File: src/rtl/hm_value_formatter.sv
// Captures a 16-bit value on a start edge, converts it to BCD with a sequential
// double-dabble and streams "V=<digits>\r\n" into a UART transmitter via start/busy.
module hm_value_formatter #(
  parameter bit LEADING_ZEROS = 1'b1
) (
  input  logic        clk_50mhz,
  input  logic        rst,
  input  logic        start,
  input  logic [15:0] value,
  input  logic        tx_busy,
  output logic [7:0]  tx_data,
  output logic        tx_start,
  output logic        busy,
  output logic        done
);

  typedef enum logic [2:0] {
    IDLE, CONVERT, LOAD, SEND, WAIT_ACK, WAIT_DONE, NEXT, FINISH
  } state_t;

  state_t      state;
  logic        start_q;
  logic [15:0] bin;
  logic [19:0] bcd;
  logic [3:0]  iter;
  logic [3:0]  idx;
  logic [19:0] bcd_adj;

  function automatic logic [3:0] add3(input logic [3:0] n);
    add3 = (n >= 4'd5) ? (n + 4'd3) : n;
  endfunction

  function automatic logic [19:0] adjust(input logic [19:0] b);
    adjust = {add3(b[19:16]), add3(b[15:12]), add3(b[11:8]), add3(b[7:4]), add3(b[3:0])};
  endfunction

  // First digit position (2..6) holding a nonzero digit; the units digit is always sent.
  function automatic logic [3:0] first_idx(input logic [19:0] b);
    if (b[19:16] != 4'd0)      first_idx = 4'd2;
    else if (b[15:12] != 4'd0) first_idx = 4'd3;
    else if (b[11:8] != 4'd0)  first_idx = 4'd4;
    else if (b[7:4] != 4'd0)   first_idx = 4'd5;
    else                       first_idx = 4'd6;
  endfunction

  function automatic logic [7:0] frame_byte(input logic [3:0] i, input logic [19:0] b);
    case (i)
      4'd0:    frame_byte = 8'h56;
      4'd1:    frame_byte = 8'h3D;
      4'd2:    frame_byte = {4'h3, b[19:16]};
      4'd3:    frame_byte = {4'h3, b[15:12]};
      4'd4:    frame_byte = {4'h3, b[11:8]};
      4'd5:    frame_byte = {4'h3, b[7:4]};
      4'd6:    frame_byte = {4'h3, b[3:0]};
      4'd7:    frame_byte = 8'h0D;
      4'd8:    frame_byte = 8'h0A;
      default: frame_byte = 8'h00;
    endcase
  endfunction

  assign bcd_adj = adjust(bcd);

  always_ff @(posedge clk_50mhz or posedge rst) begin
    if (rst) begin
      state    <= IDLE;
      start_q  <= 1'b0;
      bin      <= 16'd0;
      bcd      <= 20'd0;
      iter     <= 4'd0;
      idx      <= 4'd0;
      tx_data  <= 8'h00;
      tx_start <= 1'b0;
      busy     <= 1'b0;
      done     <= 1'b0;
    end else begin
      start_q <= start;
      case (state)
        IDLE: begin
          done <= 1'b0;
          if (start && !start_q) begin
            bin   <= value;
            bcd   <= 20'd0;
            iter  <= 4'd0;
            idx   <= 4'd0;
            busy  <= 1'b1;
            state <= CONVERT;
          end
        end
        CONVERT: begin
          {bcd, bin} <= {bcd_adj[18:0], bin, 1'b0};
          iter       <= iter + 4'd1;
          if (iter == 4'd15) state <= LOAD;
        end
        LOAD: begin
          tx_data <= frame_byte(idx, bcd);
          // Never offer a byte while the serializer is still busy.
          if (!tx_busy) begin
            tx_start <= 1'b1;
            state    <= SEND;
          end
        end
        SEND: begin
          tx_start <= 1'b0;
          state    <= WAIT_ACK;
        end
        WAIT_ACK: begin
          if (tx_busy) state <= WAIT_DONE;
        end
        WAIT_DONE: begin
          if (!tx_busy) state <= NEXT;
        end
        NEXT: begin
          if (idx == 4'd8) begin
            done  <= 1'b1;
            busy  <= 1'b0;
            state <= FINISH;
          end else begin
            if (idx == 4'd1 && !LEADING_ZEROS) idx <= first_idx(bcd);
            else                               idx <= idx + 4'd1;
            state <= LOAD;
          end
        end
        FINISH: begin
          done  <= 1'b0;
          state <= IDLE;
        end
        default: begin
          tx_start <= 1'b0;
          state    <= IDLE;
        end
      endcase
    end
  end

endmodule

File: config.mk
export PLATFORM = sky130hd
export DESIGN_NAME = hm_value_formatter
export DESIGN_NICKNAME = d
export VERILOG_FILES = /design/src/rtl/hm_value_formatter.sv
export SDC_FILE = /design/constraint.sdc
export NUM_CORES = 1
export LEC_CHECK = 0
export ABC_AREA = 1
export BUFFER_PORTS_ARGS = -buffer_cell sky130_fd_sc_hd__buf_2
export CELL_PAD_IN_SITES_DETAIL_PLACEMENT = 2
export CELL_PAD_IN_SITES_GLOBAL_PLACEMENT = 2
export CORE_MARGIN = 1.5
export CORE_UTILIZATION = 38
export CTS_BUF_LIST = sky130_fd_sc_hd__clkbuf_8
export CTS_CLUSTER_SIZE = 12
export DETAILED_ROUTE_END_ITERATION = 7
export PLACE_DENSITY = 0.83
export SETUP_SLACK_MARGIN = 0.15
export SYNTH_ARGS = -nofsm -noshare
export SYNTH_HDL_FRONTEND = slang
export SYNTH_SLANG_ARGS = --single-unit
File: constraint.sdc
create_clock -name clk_50mhz -period 4.3 [get_ports clk_50mhz]
set_input_delay 0.215 -clock clk_50mhz [delete_from_list [all_inputs] [get_ports clk_50mhz]]
set_output_delay 0.215 -clock clk_50mhz [all_outputs]
set_load 0.1 [all_outputs]
==> results of run 1 <==
[Yosys cell counts (2+ instances only)]
cell	instances
a21oi_1	2
buf_2	13
clkbuf_1	3
dfrtp_1	58
ha_1	15
inv_1	59
inv_2	5
nand2_1	138
nand3_1	40
nand4_1	11
nor2_1	30
nor2_2	2
o211ai_1	3
o21ai_0	30
o21ai_1	37
o22ai_1	3
or2_2	2
xor2_1	3
[worst min-delay path by stage]
| stage | slack (ns) | startpoint | cells after the start | end |
|---|---|---|---|---|
| after floorplan | 0.25 | start | 0 | start_q$_DFF_PP0_ |
| after global placement | 0.36 | start | 1 | start_q$_DFF_PP0_ |
| after detailed placement | 0.38 | start | 1 | start_q$_DFF_PP0_ |
| after CTS | 0.01 | start | 1 | start_q$_DFF_PP0_ |
| after global routing | 0.02 | start | 1 | start_q$_DFF_PP0_ |
| final | 0.02 | start | 1 | start_q$_DFF_PP0_ |
[layout make-up]
type                            count  area, sq um
Timing Repair Buffer               32          168
Sequential cell                    58         1450
Tap cell                          108          135
Clock buffer                        9          124
Inverter                           64          240
Multi-Input combinational cell    322         1570
Fill cell                        1052         4840
Clock inverter                      7          109
[cells by family after synthesis]
| family | count (synthesis) | synth area share [%] |
|---|---|---|
| flip-flops | 58 | 43.3 |
| adder cells (fa/ha/maj) | 15 | 5.60 |
| AO/OA/AOI/OAI | 78 | 12.2 |
| other | 1 | 0.112 |
| AND/OR/NAND/NOR | 224 | 27.9 |
| buffers and inverters | 82 | 9.82 |
| XOR/XNOR | 4 | 1.05 |
[state kept, by name, indices dropped and copies added, names as in the netlist]
register	flops
done	1
iter	4
state	3
busy	1
idx	4
tx_start	1
start_q	1
tx_data	7
bcd	20
bin	16
[power groups by stage]
| stage | registers [mW] | logic [mW] | clock network (mW) |
|---|---|---|---|
| 2_1_floorplan | 1.16 | 0.907 | 0 |
| 6_report | 0.950 | 1.52 | 0.623 |
| 4_1_cts | 0.951 | 1.55 | 0.634 |
| 3_5_place_dp | 0.952 | 1.50 | 0 |
| 5_1_grt | 0.982 | 1.73 | 0.651 |
| 3_3_place_gp | 0.936 | 1.40 | 0 |
[cell usage in the layout, fill, tap and decap left out, types with 2 or more instances in the layout]
cell type	n
dfrtp_1	58
nand4_1	11
nor2_1	30
a21oi_1	2
buf_4	3
o21ai_0	30
nor2_2	2
clkbuf_8	9
o21ai_1	37
ha_1	15
or2_2	2
clkinv_2	3
o22ai_1	3
nand3_1	40
inv_1	59
bufinv_16	3
xor2_1	3
o211ai_1	3
inv_2	6
buf_2	29
nand2_1	138
[layer usage]
layer	wire length [um]	share of wire (%)	track usage [%]	up-vias
li1	-	-	-	1521
met1	4450	44	28.2	1555
met2	5350	53	42.7	33
met3	195	1.9	3.83	11
met4	131	1.3	6.47	0
met5	0	0	0	-
[worst max-delay path, stage by stage, from the launching register on]
cell     delay (ns)
dfrtp_1        0.44
nor2_1         0.24
nand2_1        0.12
inv_2          0.08
nand3_2        0.12
nand2_1        0.54
buf_4          0.42
inv_1          0.16
nand2_1        0.09
nand2_1        0.06
==> out/metrics.yaml, run 1 <==
status: "finished clean"
critPathMaxFanout: 30
routedWlPerCell_um: 16.9
grt_usage_pct: 23.4
yosys_warnings: 0
syn_to_final_growth_pct: 13.3
tightest_slew_ns: 0.767
internal-power_mw: 1.55
finalWirelength_mm: 10.1
powerDensity_mw_per_mm2: 815
seq_area_frac_synth_pct: 43.3
cts.repair.resized: 0
pre_cts_slack_ns: 1.91
first_pass_iters: 4
period_needed_ns: 2.39
clock_latency_ns: 0.34
setup_viol: 0
required_ns: 4.54
n_antenna_cell: 0
synth_area_leader_cell: "dfrtp_1"
ys.flop_type: "dfrtp_1"
htree_levels: 3
yosys-top-cells-area: "dfrtp_1 43%, nand2_1 15%, inv_1 6.6%"
synth_nets: 497
port_buffers: 29
drt_iter0_markers: 76
r2r-end: "iter[1]$_DFFE_PP0P_"
yosysUniqueCellTypes: 26
routabilityCongestion: 0.827
critPathKind: "flip-flop to flip-flop"
swShare_pct: 50.0
dp_cells: 584
worstRegToRegCells: 9
start_util_pct: 38.8
grt_overflow: 0
synth_edf_count: 0
synth_top_area_share_pct: 43.3
drv_slew: 0
total_power_mw: 3.10
num_rows: 34
die_h_um: 96.9
root_buffer: "clkbuf_8"
skew_ns: 0.00922
vias: 3120
drv_cap: 0
core_area_sq_mm: 0.00864
ir_drop_v: 0.000250
worst_setup_path_end_kind: "flip-flop"
power_frac_comb_pct: 49.2
netlist_instances: 462
hold_class: "primary input to flip-flop"
p_switching_mw: 1.55
synth.avg_cell_area_sq_um: 7.25
ys_async_sr_fraction_pct: 100
grt_max_degree: 59
grt_pass1_vias: 3580
cts_buffers: 9
nets: 522
dpl.hpwl_mm: 6.78
clock-sinks: 58
utilization_pct: 44.0
clkTransAtPathRegs_ns: 0.08
die-area_sq_mm: 0.00939
fmax_ghz: 0.419
antenna_found_initial: 0
start_kind: "flip-flop"
r2r_start: "state[1]$_DFFE_PP0P_"
layout-drive-gt1-share_pct: 11.8
critPathLaunch: "state[1]$_DFFE_PP0P_"
ys_ff_latch: 58
die_w_um: 96.9
crit_end: "iter[1]$_DFFE_PP0P_"
final_cell_area_sq_mm: 0.00380
vias_per_cell: 5.20
cp.arrival_ns: 2.62
pwr-share-clk_pct: 20.1
reg2reg_slack_ns: 1.91
whs_ns: 0.0203
ant_nets: 0
clockBufferDepth: 2
p_leak_nw: 1.99
p_seq_share_pct: 30.7
rsz0062_at_grt: "false"
fin_tns_setup_ns: 0
cts_tree: "done"
fin_ws_ns: 1.91
grt_pass1_wl_mm: 17.7
cts_hold_buf: 0
dpl_cell_area_sq_mm: 0.00356
layout.cells.non_filler: 600
synth_area_sq_mm: 0.00335
ios: 31
drc_errors: 0
period_share_pct: 55.5
max-slew-margin-rel_pct: 48.9
hold_violations: 0
cts_setup_buffers: 0
Note: power is estimated with default switching activity, not from simulation.
==> run 2: changes to the inputs <==
--- a/config.mk
+++ b/config.mk
@@ -10,11 +10,11 @@
 export CELL_PAD_IN_SITES_DETAIL_PLACEMENT = 2
 export CELL_PAD_IN_SITES_GLOBAL_PLACEMENT = 2
 export CORE_MARGIN = 1.5
-export CORE_UTILIZATION = 38
+export CORE_UTILIZATION = 32
 export CTS_BUF_LIST = sky130_fd_sc_hd__clkbuf_8
 export CTS_CLUSTER_SIZE = 12
 export DETAILED_ROUTE_END_ITERATION = 7
-export PLACE_DENSITY = 0.83
+export PLACE_DENSITY = 0.74
 export SETUP_SLACK_MARGIN = 0.15
 export SYNTH_ARGS = -nofsm -noshare
 export SYNTH_HDL_FRONTEND = slang
==> constraint.sdc (replaced) <==
create_clock -name clk_50mhz -period 2.1 [get_ports clk_50mhz]
set_input_delay 0.105 -clock clk_50mhz [delete_from_list [all_inputs] [get_ports clk_50mhz]]
set_output_delay 0.105 -clock clk_50mhz [all_outputs]
set_load 0.1 [all_outputs]
==> run 2 against run 1 <==
Utilization decreased by 6.3 points. Clock power rose by 52%. Sequential share of layout area decreased by 0.57 points. Sequential power is 100% higher. Critical endpoint is now idx[0]$_DFFE_PP0P_. Largest power group unchanged. Setup slack got worse by 1.5 ns.
==> out/metrics.yaml, run 2 (synthesis gave the netlist of run 1 again) <==
slowest_delay_ns: 0.44  # was 0.54 ns
nets: 529  # was 522
cts_tree: "done"  # unchanged
critPathKind: "flip-flop to flip-flop"  # unchanged
dpl_cell_area_sq_mm: 0.00366  # was 0.00356 sq mm
crit_slowest_cell: "dfrtp_1"  # was nand2_1
hold_violations: 0  # unchanged
syn_to_final_growth_pct: 15.1  # was 13.3%
skew_ns: 0.00961  # was 0.00922 ns
layout-drive-gt1-share_pct: 12.7  # was 11.8%
fmax_ghz: 0.590  # was 0.419 GHz
die_w_um: 105  # was 96.9 um
powerDensity_mw_per_mm2: 1550  # was 815 mW/mm^2
hold_class: "primary input to flip-flop"  # unchanged
max-slew-margin-rel_pct: 59.9  # was 48.9%
fin_tns_setup_ns: 0  # unchanged
clock_latency_ns: 0.34  # about the same
whs_ns: 0.0391  # was 0.0203 ns
clkTransAtPathRegs_ns: 0.08  # about the same
drv_cap: 0  # unchanged
worst_setup_path_end_kind: "flip-flop"  # unchanged
port_buffers: 29  # unchanged
start_util_pct: 32.7  # was 38.8%
finalWirelength_mm: 9.61  # was 10.1 mm
mostFrequentLayoutCell: "nand2_1"  # unchanged
final_cell_area_sq_mm: 0.00385  # was 0.00380 sq mm
die-area_sq_mm: 0.0111  # was 0.00939 sq mm
cp_cell_sequence: "inv_1 > ha_2 > nand3_1 > nor2_1 > inv_1 > nand3_1 > nand2_1 > nand2_1"  # was nor2_1 > nand2_1 > inv_2 > nand3_2 > nand2_1 > buf_4 > inv_1 > nand2_1 > nand2_1
cts_buffers: 9  # unchanged
num_rows: 37  # was 34
p_leak_nw: 2.00  # was 1.99 nW
ant_nets: 0  # unchanged
grt_overflow: 0  # unchanged
ios: 31  # unchanged
vias: 3141  # was 3120
largest_reg_flops: 20  # unchanged
first_pass_iters: 3  # was 4
setup_viol: 0  # unchanged
drv_slew: 0  # unchanged
top_regs: "bcd (20), bin (16), tx_data (7)"  # unchanged
dpl.hpwl_mm: 7.09  # was 6.78 mm
grt_usage_pct: 19.0  # was 23.4%
drc_errors: 0  # unchanged
period_needed_ns: 1.70  # was 2.39 ns
crit_buf_inv: 2  # was 3
vias_per_cell: 4.95  # was 5.20
htree_levels: 3  # unchanged
final_cell_mix: "138 x nand2_1, 59 x inv_1, 58 x dfrtp_1, 40 x nand3_1, 37 x o21ai_1"  # unchanged
routedWlPerCell_um: 15.2  # was 16.9 um
rsz0062_at_grt: "false"  # unchanged
cp.arrival_ns: 1.98  # was 2.62 ns
start_kind: "flip-flop"  # unchanged
routabilityCongestion: 0.762  # was 0.827
period_share_pct: 80.7  # was 55.5%
n_antenna_cell: 0  # unchanged
clockBufferDepth: 2  # unchanged
status: "finished clean"  # unchanged
core_area_sq_mm: 0.0102  # was 0.00864 sq mm
regMostFlops: "bcd"  # unchanged
ir_drop_v: 0.000518  # was 0.000250 V
root_buffer: "clkbuf_8"  # unchanged
utilization_pct: 37.7  # was 44.0%
die_h_um: 105  # was 96.9 um
grt_max_degree: 36  # was 59
drt_iter0_markers: 111  # was 76
tightest_slew_ns: 0.601  # was 0.767 ns
grt_pass1_vias: 3534  # was 3580
required_ns: 2.39  # was 4.54 ns
grt_pass1_wl_mm: 16.7  # was 17.7 mm
antenna_found_initial: 0  # unchanged
critPathMaxFanout: 9  # was 30
path_delay_family: "simple AND/OR/NAND/NOR gates"  # unchanged
clock-sinks: 58  # unchanged
==> run 2: cell count changes in the layout (fill, tap and decap cells not counted), sizes merged <==
cell         change
buf              +5
bufinv           -3
dlygate4sd3      +2
clkbuf           +2
==> run 2: through the flow <==
step                total power, mW  setup slack (ns)  cells
finish                         5.97             0.405    634
floorplan                      4.24             0.567    462
detailed placement             5.09             0.302    617
global placement               4.92             0.361    617
global route                   6.57             0.241    634
CTS                            6.09             0.266    634
==> run 2: cell type report <==
| class | count | area, sq um |
|---|---|---|
| clock buffer | 11 | 151 |
| clock inverter | 4 | 18.8 |
| fill | 1263 | 6380 |
| inverter | 64 | 240 |
| multi-input combinational | 322 | 1570 |
| sequential | 58 | 1450 |
| tap | 136 | 170 |
| timing repair buffer | 39 | 250 |
==> run 2: repair_timing <==
action | CTS | global route
setup endpoints to repair | 0 | 4
gates resized for setup | 0 | 1
hold buffers | 2 | 0
setup buffers | 0 | 0
hold endpoints to repair | 24 | 0
==> run 2: worst paths after layout <==
check	startpoint	endpoint	slack, ns	cells after the start
worst max-delay path	idx[0]$_DFFE_PP0P_	idx[0]$_DFFE_PP0P_	0.40	8
min in group asynchronous	rst	state[2]$_DFFE_PP0P_	0.38	3
max in group asynchronous	rst	bcd[19]$_DFFE_PP0P_	1.10	4
worst min register to register	tx_data[6]$_DFFE_PP0P_	tx_data[6]$_DFFE_PP0P_	0.48	2
worst max register to register	idx[0]$_DFFE_PP0P_	idx[0]$_DFFE_PP0P_	0.40	8
worst min-delay path	value[0]	bin[0]$_DFFE_PP0P_	0.04	3
==> run 2: layer usage <==
layer | vias to the layer above | global-route usage (%) | wire length [um] | share of wire [%]
met5 | - | 0 | 0 | 0
met4 | 0 | 5.87 | 116 | 1.2
met3 | 9 | 2.60 | 142 | 1.5
met2 | 23 | 34.6 | 4980 | 52
met1 | 1570 | 23.0 | 4370 | 45
li1 | 1539 | - | - | -
==> run 2: worst min-delay path, cell delays in order <==
cell     delay (ns)
buf_2          0.09
inv_1          0.05
o22ai_1        0.08
==> run 2: report_power, final <==
group	leakage (nW)	internal (mW)	total (mW)	switching (mW)
combinational	1.17	0.884	3.10	2.22
sequential	0.737	1.58	1.91	0.338
clock	0.0961	0.476	0.950	0.474
==> run 3: changes to the inputs <==
==> constraint.sdc (replaced) <==
create_clock -name clk_50mhz -period 1.5 [get_ports clk_50mhz]
set_input_delay 0.075 -clock clk_50mhz [delete_from_list [all_inputs] [get_ports clk_50mhz]]
set_output_delay 0.075 -clock clk_50mhz [all_outputs]
set_load 0.1 [all_outputs]
==> run 3 against run 2 <==
Final cell count grew 9.1%. Fmax increased by 6.8%. Combinational power grew 150%. Utilization is 11 points higher. Clock-buffer cell count unchanged. Global-route usage up 2.5 points. Sequential share of layout area down 8.3 points. Non-clock buffer count rose by 56. The flow now finishes with violations (setup timing). Total power rose by 110%. Design area grew 29%. Wire length increased by 60%. Via count is 16% higher.
==> out/metrics.yaml, run 3 (synthesis gave the netlist of run 1 again) <==
power_frac_comb_pct: 62.2  # was 52.0%
hold_class: "primary input to flip-flop"  # unchanged
grt_pass1_wl_mm: 18.7  # was 16.7 mm
path_delay_family: "compound AO/OA/AOI/OAI gates"  # was simple AND/OR/NAND/NOR gates
register_area_sq_mm: 0.00146  # was 0.00145 sq mm
n_antenna_cell: 0  # unchanged
cts_buffers: 9  # unchanged
ios: 31  # unchanged
dpl.hpwl_mm: 7.23  # was 7.09 mm
worst_setup_path_end_kind: "flip-flop"  # unchanged
start_util_pct: 32.7  # unchanged
multi_input_area_sq_mm: 0.00202  # was 0.00157 sq mm
grt_overflow: 0  # unchanged
top_regs: "bcd (20), bin (16), tx_data (7)"  # unchanged
fill_cells: 1125  # was 1263
routedWlPerCell_um: 22.2  # was 15.2 um
cp_cell_sequence: "buf_4 > buf_4 > o21ai_0 > nand2_1 > o211ai_1 > o21ai_0"  # was inv_1 > ha_2 > nand3_1 > nor2_1 > inv_1 > nand3_1 > nand2_1 > nand2_1
die-area_sq_mm: 0.0111  # unchanged
setup_viol: 2  # was 0
rsz0062_at_grt: "true"  # was false
port_buffers: 29  # unchanged
p_seq_share_pct: 22.0  # was 32.1%
required_ns: 1.71  # was 2.39 ns
skew_ns: 0.0135  # was 0.00961 ns
internal-power_mw: 6.20  # was 2.94 mW
clockBufferDepth: 2  # unchanged
slowest_delay_ns: 0.41  # was 0.44 ns
swShare_pct: 49.4  # was 50.8%
root_buffer: "clkbuf_8"  # unchanged
vias_per_cell: 5.28  # was 4.95
utilization_pct: 48.6  # was 37.7%
first_pass_iters: 4  # was 3
ir_drop_v: 0.000756  # was 0.000518 V
syn_to_final_growth_pct: 48.4  # was 15.1%
failed_checks: "setup timing"
hold_violations: 0  # unchanged
largest_reg_flops: 20  # unchanged
critPathKind: "flip-flop to flip-flop"  # unchanged
drt_iter0_markers: 176  # was 111
critPathMaxFanout: 3  # was 9
regMostFlops: "bcd"  # unchanged
layout-drive-gt1-share_pct: 38.7  # was 12.7%
drv_cap: 0  # unchanged
period_needed_ns: 1.59  # was 1.70 ns
whs_ns: 0.0511  # was 0.0391 ns
status: "complete, but fails checks"  # was finished clean
routabilityCongestion: 0.815  # was 0.762
fmax_ghz: 0.630  # was 0.590 GHz
cp.arrival_ns: 1.80  # was 1.98 ns
p_leak_nw: 2.46  # was 2.00 nW
pwr-share-clk_pct: 15.8  # was 15.9%
fin_ws_ns: -0.0868  # was 0.405 ns
start_kind: "flip-flop"  # unchanged
die_w_um: 105  # unchanged
antenna_found_initial: 0  # unchanged
period_share_pct: 106  # was 80.7%
htree_levels: 3  # unchanged
vias: 3651  # was 3141
die_h_um: 105  # unchanged
cts_tree: "done"  # unchanged
grt_usage_pct: 21.5  # was 19.0%
grt_max_degree: 59  # was 36
fin_tns_setup_ns: -0.114  # was 0 ns
clkTransAtPathRegs_ns: 0.08  # about the same
drv_slew: 0  # unchanged
final_cell_mix: "109 x nand2_1, 52 x dfrtp_1, 46 x buf_4, 44 x inv_1, 33 x o21ai_1"  # was 138 x nand2_1, 59 x inv_1, 58 x dfrtp_1, 40 x nand3_1, 37 x o21ai_1
crit_slowest_cell: "dfrtp_1"  # unchanged
total_power_mw: 12.3  # was 5.97 mW
core_area_sq_mm: 0.0102  # unchanged
crit_buf_inv: 2  # unchanged
powerDensity_mw_per_mm2: 2460  # was 1550 mW/mm^2
mostFrequentLayoutCell: "nand2_1"  # unchanged
nets: 586  # was 529
grt_pass1_vias: 3775  # was 3534
p_switching_mw: 6.06  # was 3.03 mW
num_rows: 37  # unchanged
finalWirelength_mm: 15.4  # was 9.61 mm
clock-sinks: 58  # unchanged
drc_errors: 0  # unchanged
ant_nets: 0  # unchanged
pre_cts_slack_ns: -0.0320  # was 0.302 ns
clock_latency_ns: 0.36  # was 0.34 ns
## run 3: layout make-up
class	count	area share, %
sequential	58	29.3
inverter	64	4.96
clock buffer	11	3.05
tap	136	3.42
timing repair buffer	95	16.6
clock inverter	5	2.01
multi-input combinational	323	40.6
## run 3: tightest hold or removal path: cells and delay by family
| family | cells | cell delay, ns |
|---|---|---|
| buffers and inverters | 1 | 0.07 |
| AO/OA/AOI/OAI | 2 | 0.12 |
| AND/OR/NAND/NOR | 2 | 0.10 |
## run 3: timing repair
item | 4_1_cts | 5_1_grt
endpoints found under the setup margin | 53 | 57
gates resized for setup | 44 | 99
buffers inserted | 17 | 15
hold endpoints to repair | 61 | 0
hold buffers | 4 | 0
pin swaps | 12 | 17
cloned | 0 | 8
## run 3: metal layers
layer	wire length, um	track usage, %	up-vias
li1	-	-	1657
met4	469	7.24	0
met2	8150	39.4	79
met5	0	0	-
met3	414	3.28	39
met1	6330	25.4	1876
## run 3: final timing paths
kind	slack, ns	cells after the start	to	startpoint
worst max-delay path	-0.09	6	bcd[12]$_DFFE_PP0P_	bcd[8]$_DFFE_PP0P_
worst min-delay path	0.05	5	bin[12]$_DFFE_PP0P_	value[12]
worst max register to register	-0.09	6	bcd[12]$_DFFE_PP0P_	bcd[8]$_DFFE_PP0P_
worst min register to register	0.49	2	tx_data[3]$_DFFE_PP0P_	tx_data[3]$_DFFE_PP0P_
max in group asynchronous	0.82	4	bcd[0]$_DFFE_PP0P_	rst
min in group asynchronous	0.37	4	start_q$_DFF_PP0_	rst
## run 3: metrics by stage
stage                     instances  cell area (sq um)
after floorplan                 462               3370
after global placement          632               3790
after detailed placement        632               3790
after CTS                       669               4360
after global routing            692               4970
final                           692               4970
## run 3: power by group through the flow
stage / combinational [mW] / sequential, mW / clock [mW]
floorplan: 2.62 / 3.33 / 0
global placement: 4.42 / 2.64 / 0
detailed placement: 4.69 / 2.68 / 0
CTS: 5.30 / 2.63 / 1.91
global route: 8.17 / 2.77 / 2.01
finish: 7.62 / 2.70 / 1.94
